==> src/rtl/timer_pkg.sv <==
// ---------------------------------------------------------------------------
// timer_pkg
// Shared definitions for the memory-mapped interval timer:
//   - byte offsets of each register relative to BASE_ADDR
//   - bit positions inside TCON and the mask of its implemented bits
//   - register-select enum used by the address decoder
//   - addr_hit(): word-aligned address match (addr[1:0] never decoded)
// ---------------------------------------------------------------------------
package timer_pkg;

   localparam logic [31:0] TH_OFF      = 32'h0000_0000;
   localparam logic [31:0] TL_OFF      = 32'h0000_0004;
   localparam logic [31:0] TCON_OFF    = 32'h0000_0008;
   localparam logic [31:0] SYSTICK_OFF = 32'h0000_0014;

   localparam int TCON_EN   = 0;
   localparam int TCON_IEN  = 1;
   localparam int TCON_STAT = 2;

   localparam logic [31:0] TCON_MASK = 32'h0000_0007;

   typedef enum logic [2:0] {
      SEL_NONE,
      SEL_TH,
      SEL_TL,
      SEL_TCON,
      SEL_SYSTICK
   } reg_sel_e;

   // Byte lanes are not decoded: the two low address bits are masked off.
   function automatic logic addr_hit(input logic [31:0] addr,
                                     input logic [31:0] base,
                                     input logic [31:0] off);
      return (addr & ~32'h3) == (base + off);
   endfunction

endpackage

==> src/rtl/timer_peripheral_if.sv <==
// ---------------------------------------------------------------------------
// timer_peripheral_if
// CPU data-bus view of the timer.
//   addr   : byte address from the ALU result
//   wdata  : store data
//   MemRd  : load strobe
//   MemWr  : store strobe, committed at the clock edge
//   rdata  : load data, combinational from the timer
// Handshake: there is none. Every access completes in the cycle it is
// presented; a load returns data in the same cycle, a store lands at the
// next rising edge. No wait states, no ready signal.
// ---------------------------------------------------------------------------
interface timer_peripheral_if;

   logic [31:0] addr;
   logic [31:0] wdata;
   logic        MemRd;
   logic        MemWr;
   logic [31:0] rdata;

   modport master (output addr, output wdata, output MemRd, output MemWr,
                   input  rdata);

   modport slave  (input  addr, input  wdata, input  MemRd, input  MemWr,
                   output rdata);

endinterface

==> src/rtl/timer_prescaler.sv <==
// ---------------------------------------------------------------------------
// timer_prescaler
// Divides enabled clock cycles by PRESCALE. The count runs 0..PRESCALE-1
// while en=1; tick is high in the cycle where count==PRESCALE-1 and the
// count returns to 0 on that edge. With en=0 the count holds its value.
// Ports:
//   clk   in  clock
//   reset in  asynchronous active-low reset
//   en    in  count enable (TCON enable bit)
//   tick  out one-cycle increment strobe for TL
// ---------------------------------------------------------------------------
module timer_prescaler #(
   parameter int PRESCALE = 1
) (
   input  logic clk,
   input  logic reset,
   input  logic en,
   output logic tick
);

   localparam int CW = $clog2(PRESCALE) + 1;
   localparam logic [CW-1:0] LAST = CW'(PRESCALE - 1);

   logic [CW-1:0] count_q;
   logic [CW-1:0] count_d;

   always_comb begin
      tick    = 1'b0;
      count_d = count_q;
      if (en) begin
         if (count_q == LAST) begin
            tick    = 1'b1;
            count_d = '0;
         end else begin
            count_d = count_q + 1'b1;
         end
      end
   end

   always_ff @(posedge clk or negedge reset) begin
      if (!reset) count_q <= '0;
      else        count_q <= count_d;
   end

endmodule

==> src/rtl/timer_peripheral.sv <==
// ---------------------------------------------------------------------------
// timer_peripheral
// Memory-mapped interval timer on the CPU data bus.
//   TH      BASE+0x00 RW  reload value
//   TL      BASE+0x04 RW  up-counter, reloads from TH on overflow
//   TCON    BASE+0x08 RW  [0] enable, [1] irq enable, [2] overflow status
//   SYSTICK BASE+0x14 RO  free-running cycle counter
// Ports:
//   clk    in  clock, all state on rising edge
//   reset  in  asynchronous active-low reset
//   bus    slave modport of timer_peripheral_if (addr/wdata/MemRd/MemWr/rdata)
//   IRQ    out level interrupt = TCON[1] & TCON[2]
// ---------------------------------------------------------------------------
module timer_peripheral
   import timer_pkg::*;
#(
   parameter logic [31:0] BASE_ADDR = 32'h4000_0000,
   parameter int          PRESCALE  = 1
) (
   input  logic               clk,
   input  logic               reset,
   timer_peripheral_if.slave  bus,
   output logic               IRQ
);

   logic [31:0] th_q, th_d;
   logic [31:0] tl_q, tl_d;
   logic [2:0]  tcon_q, tcon_d;
   logic [31:0] systick_q;

   reg_sel_e sel;
   logic     wr_th, wr_tl, wr_tcon;
   logic     tick;
   logic     ovf;

   timer_prescaler #(.PRESCALE(PRESCALE)) u_prescaler (
      .clk   (clk),
      .reset (reset),
      .en    (tcon_q[TCON_EN]),
      .tick  (tick)
   );

   always_comb begin
      sel = SEL_NONE;
      if      (addr_hit(bus.addr, BASE_ADDR, TH_OFF))      sel = SEL_TH;
      else if (addr_hit(bus.addr, BASE_ADDR, TL_OFF))      sel = SEL_TL;
      else if (addr_hit(bus.addr, BASE_ADDR, TCON_OFF))    sel = SEL_TCON;
      else if (addr_hit(bus.addr, BASE_ADDR, SYSTICK_OFF)) sel = SEL_SYSTICK;
   end

   assign wr_th   = bus.MemWr && (sel == SEL_TH);
   assign wr_tl   = bus.MemWr && (sel == SEL_TL);
   assign wr_tcon = bus.MemWr && (sel == SEL_TCON);

   // A TL store pre-empts the tick entirely, so it also suppresses the
   // overflow event that tick would have produced.
   assign ovf = tick && (tl_q == 32'hFFFF_FFFF) && !wr_tl;

   always_comb begin
      th_d = wr_th ? bus.wdata : th_q;

      tl_d = tl_q;
      if (wr_tl)    tl_d = bus.wdata;
      else if (ovf) tl_d = th_q;          // old TH even if TH is stored this edge
      else if (tick) tl_d = tl_q + 32'd1;

      tcon_d = tcon_q;
      if (wr_tcon) tcon_d = bus.wdata[2:0] & TCON_MASK[2:0];
      // Status set overrides a simultaneous store so no interrupt is lost;
      // the decision uses the pre-edge irq-enable bit.
      if (ovf && tcon_q[TCON_IEN]) tcon_d[TCON_STAT] = 1'b1;
   end

   always_ff @(posedge clk or negedge reset) begin
      if (!reset) begin
         th_q      <= '0;
         tl_q      <= '0;
         tcon_q    <= '0;
         systick_q <= '0;
      end else begin
         th_q      <= th_d;
         tl_q      <= tl_d;
         tcon_q    <= tcon_d;
         systick_q <= systick_q + 32'd1;
      end
   end

   always_comb begin
      bus.rdata = 32'h0;
      if (bus.MemRd) begin
         case (sel)
            SEL_TH:      bus.rdata = th_q;
            SEL_TL:      bus.rdata = tl_q;
            SEL_TCON:    bus.rdata = {29'h0, tcon_q};
            SEL_SYSTICK: bus.rdata = systick_q;
            default:     bus.rdata = 32'h0;
         endcase
      end
   end

   assign IRQ = tcon_q[TCON_IEN] & tcon_q[TCON_STAT];

endmodule

==> src/flat_wrapper.sv <==
// flat-port wrapper written by rule: the top's interface ports become plain ports
module timer_peripheral_flat import timer_pkg::*;
#(
   parameter logic [31:0] BASE_ADDR = 32'h4000_0000,
   parameter int          PRESCALE  = 1
)
  (clk, reset, IRQ, bus_addr, bus_wdata, bus_MemRd, bus_MemWr, bus_rdata);
  timer_peripheral_if bus_i ();
  input  logic clk;
  input  logic reset;
  output logic IRQ;
  input wire logic [$bits(bus_i.addr)-1:0] bus_addr;
  input wire logic [$bits(bus_i.wdata)-1:0] bus_wdata;
  input wire logic [$bits(bus_i.MemRd)-1:0] bus_MemRd;
  input wire logic [$bits(bus_i.MemWr)-1:0] bus_MemWr;
  output wire logic [$bits(bus_i.rdata)-1:0] bus_rdata;
  assign bus_i.addr = bus_addr;
  assign bus_i.wdata = bus_wdata;
  assign bus_i.MemRd = bus_MemRd;
  assign bus_i.MemWr = bus_MemWr;
  assign bus_rdata = bus_i.rdata;
  timer_peripheral #(.BASE_ADDR(BASE_ADDR), .PRESCALE(PRESCALE)) u_core (.clk(clk), .reset(reset), .bus(bus_i), .IRQ(IRQ));
endmodule
==> config.mk <==
export PLATFORM = sky130hd
export DESIGN_NAME = timer_peripheral_flat
export DESIGN_NICKNAME = d
export VERILOG_FILES = /design/src/rtl/timer_pkg.sv /design/src/rtl/timer_peripheral_if.sv /design/src/rtl/timer_prescaler.sv /design/src/rtl/timer_peripheral.sv /design/src/flat_wrapper.sv
export SDC_FILE = /design/constraint.sdc
export NUM_CORES = 1
export LEC_CHECK = 0
export CAP_MARGIN = 0
export CORE_MARGIN = 2
export CORE_UTILIZATION = 50
export CTS_CLUSTER_DIAMETER = 60
export DETAILED_ROUTE_END_ITERATION = 8
export GPL_ROUTABILITY_DRIVEN = 0
export GPL_TIMING_DRIVEN = 0
export PLACE_DENSITY = 0.76
export RECOVER_POWER = 50
export SLEW_MARGIN = 20
export SYNTH_ARGS = -nofsm -noshare
export SYNTH_HDL_FRONTEND = slang
export SYNTH_HIERARCHICAL = 1
export SYNTH_SLANG_ARGS = --single-unit
export TNS_END_PERCENT = 1
==> constraint.sdc <==
create_clock -name clk -period 3.7 [get_ports clk]
set_clock_uncertainty 0.2 [all_clocks]
set_input_delay 0.74 -clock clk [delete_from_list [all_inputs] [get_ports clk]]
set_output_delay 0.74 -clock clk [all_outputs]
set_load 0.005 [all_outputs]
==> flow_summary.toml <==
[finish]
finish.utilization = 0.663
syn2layout_area_growth_pct = 30.7
antenna_cells_inserted = 0
final_net_count = 829
stdcell_area_um2 = 7860
final_cell_count_no_fill = 911
multi_input_comb_area_um2 = 3460
fillCellCount = 958
seqCellArea_um2 = 2480
share_of_cells_above_drive_strength_1 = 0.207

[logic_synthesis]
synthDistinctLibCells = 53
ys_async_sr_fraction = 1.00
netlist_area_um2 = 6010
synth.ff_latch_count = 99
synth_top_cells_by_area = "sky130_fd_sc_hd__dfrtp_1 (41%), sky130_fd_sc_hd__mux2_2 (11%), sky130_fd_sc_hd__nor2_1 (4.6%), sky130_fd_sc_hd__xnor2_1 (4.5%), sky130_fd_sc_hd__a22oi_1 (3.6%)"
synthesis.instances = 634
synthTopCellsByCount = "sky130_fd_sc_hd__dfrtp_1 (99), sky130_fd_sc_hd__nor2_1 (73), sky130_fd_sc_hd__mux2_2 (61)"
synth.yosys.seq_area_share = 0.412
synth-warning-count = 6
post-synth-top-area-cell = "sky130_fd_sc_hd__dfrtp_1"
netlist.area_leader.share = 0.412
post_synth_edffs = 0
ys_dominant_reg_cell = "sky130_fd_sc_hd__dfrtp_1"
postSynthNetCount = 704
yosys.cell_count.top_type = "sky130_fd_sc_hd__dfrtp_1"
syn_avg_cell_area_um2 = 9.49

[setup_path]
crit_required_ns = 2.76
cp_top_family = "buffers and inverters"
cp_common_cell = "sky130_fd_sc_hd__buf_4"
critPathKind = "primary input to primary output"
worst_path_cell_trace = "clkdlybuf4s50_1 > nor3_2 > nand3_2 > nor3_4 > buf_4 > and2_4 > buf_8 > buf_4 > a22oi_1 > nor2_1 > dlygate4sd2_1"
critPathLaunchType = "primary input"
critical_path.slowest_cell = "sky130_fd_sc_hd__clkdlybuf4s50_1"
critPathBufInv = 5
critical_path_maximum_fanout = 8
end_kind = "primary output"
worst-endpoint-arrival_ns = 2.75
slowest_delay_ns = 0.42

[sta]
hold_viol = 0
hold_slack_ns = 0.279
worst_slew_pin_slew_ns = 2.61
period_share = 0.997
maxSlewHeadroom = -0.743
fin_setup_tns_ns = 0
rsz0062_at_grt = "true"
period_needed_ns = 3.69
fmax_mhz = 271
timing.final.max_slew_violations = 47
setup_viol_count_final = 0

[cts]
htree_num_levels = 3
clkTransAtPathRegs_ns = 0.06
cts_num_sinks = 99
tritoncts = "built"
clock-root-buffer = "sky130_fd_sc_hd__clkbuf_16"
cts_buffers = 9
clk_path_buf_depth = 2
insertion_delay_ns = 0.35

[global_route]
grt_use_total = 0.303
maximum_number_of_pins_on_one_net_before_global_route_repair = 54
grt_antenna_before_repair = 0
grt-ovfl-total = 0
global_route_wire_length_before_repair_mm = 30.4
grt_pass1_vias = 5741

[drt]
totalWireLength_mm = 19.2
dr_total_vias = 5734
drtAntennaViolNets = 0
detail_route.drc_violations = 0
route.detailed.wl_per_inst_um = 21.1
dr.first_iter.drc_count = 524
viasPerCell = 6.29
drt_pass1_iterations = 5

[floorplan]
chipWidth_um = 114
placementRows = 40
initial_core_util = 0.507
num_io_pins = 101
floorplan.die.height_um = 114
die_area_um2 = 12900
placeableCoreArea_um2 = 11900

[run_status]
run_status = "finished with violations"
violated_checks = "max-capacitance violations, max-slew violations"

[worst_hold_path]
holdCritPathClass = "flop to flop"

[placed_design]
portBuffers = 98
detailed_placement_hpwl_mm = 13.5
placed_cells_incl_taps = 880
placedInstanceArea_um2 = 7210

[power]
power.density_nw_per_um2 = 275
p_leak_nw = 3.60
vdd.ir_drop.worst_mv = 0.252

[flow_run]
drv_cap = 1
-- registers in the layout (all words and copies together) (netlist names) --
register	flops
u_core/th_q	32
u_core/systick_q	32
u_core/tcon_q	3
u_core/tl_q	32
-- kinds of logic after synthesis --
kind of cell / count (synthesis) / share of synthesized area
and+or+nand+nor: 255 / 0.218
xor gates and xnor gates: 46 / 0.0670
AOI/OAI and AO/OA: 111 / 0.122
buffers and inverters: 45 / 0.0341
DFF: 99 / 0.412
muxes: 76 / 0.143
adders and majority gates: 2 / 0.00416
-- cell usage in the layout (no fill, tap or decap), drive strengths merged, types with 11 or more instances in the layout --
master         Yosys  routed
xor2              15      15
buf               16      41
nand3             25      25
dlymetal6s2s       0      25
xnor2             31      31
dfrtp             99      99
a31oi             14      14
nor2              73      73
a22oi             29      29
a21oi             12      12
clkbuf            20      37
nor3              28      28
and3              13      13
nand2             49      49
clkdlybuf4s50      0      43
mux2              66      66
nand4             19      19
a211oi            11      11
dlygate4sd2        0      11
o21ai             22      22
-- timing repair --
item	4_1_cts	5_1_grt
setup endpoints to repair	32	32
resized for setup	100	49
gates cloned	1	0
buffers inserted	8	6
hold buffers	0	0
pin swaps	10	13
-- area by class of cell --
cell class | instances | area share
plain buffers | 36 | 0.0331
inverters | 9 | 0.00430
repair buffers | 114 | 0.147
multi-input cells | 490 | 0.440
well taps | 147 | 0.0234
clock buffers | 15 | 0.0366
flip-flops and latches | 99 | 0.315
clock inverters | 1 | 0.000637
-- final timing paths --
kind	to	from	slack, ns	cells after the start
max in group asynchronous	u_core/tl_q[3]	reset	0.81	1
min in group asynchronous	u_core/systick_q[18]	reset	1.00	1
min	u_core/systick_q[0]	u_core/systick_q[0]	0.28	1
min reg2reg	u_core/systick_q[0]	u_core/systick_q[0]	0.28	1
max reg2reg	u_core/tl_q[15]	u_core/tl_q[13]	0.91	7
max	bus_rdata[9]	bus_addr[16]	0.01	11
-- per-layer routing --
| layer | up-vias | GRT usage | wire, µm |
|---|---|---|---|
| li1 | 2570 | - | - |
| met1 | 2811 | 0.401 | 7880 |
| met2 | 304 | 0.490 | 9210 |
| met3 | 49 | 0.0584 | 1520 |
| met4 | 0 | 0.127 | 623 |
| met5 | - | 0 | 0 |
-- power breakdown --
part	internal [mW]	switching [mW]	total, mW
Clock	0.530	0.400	0.929
Sequential	1.08	0.000000361	1.08
Combinational	0.0818	0.0719	0.154
Total	1.69	0.472	2.17
-- worst register-to-register path, cell delays in order (launching register included) --
cell	delay, ns
sky130_fd_sc_hd__dfrtp_1	0.48
sky130_fd_sc_hd__nand4_2	0.16
sky130_fd_sc_hd__or4_4	0.58
sky130_fd_sc_hd__buf_6	0.17
sky130_fd_sc_hd__nor3_4	0.44
sky130_fd_sc_hd__buf_2	0.37
sky130_fd_sc_hd__o211ai_1	0.15
sky130_fd_sc_hd__a31oi_1	0.18
-- metrics by stage --
stage | worst slack (ns) | power (mW)
after CTS | -0.249 | 2.17
after floorplan | 0.372 | 1.13
final | 0.00999 | 2.17
after detailed placement | -1.15 | 1.25
after global routing | -0.0586 | 2.23
after global placement | -2.00 | 1.24
No activity file was read; power rests on OpenSTA's default activity.
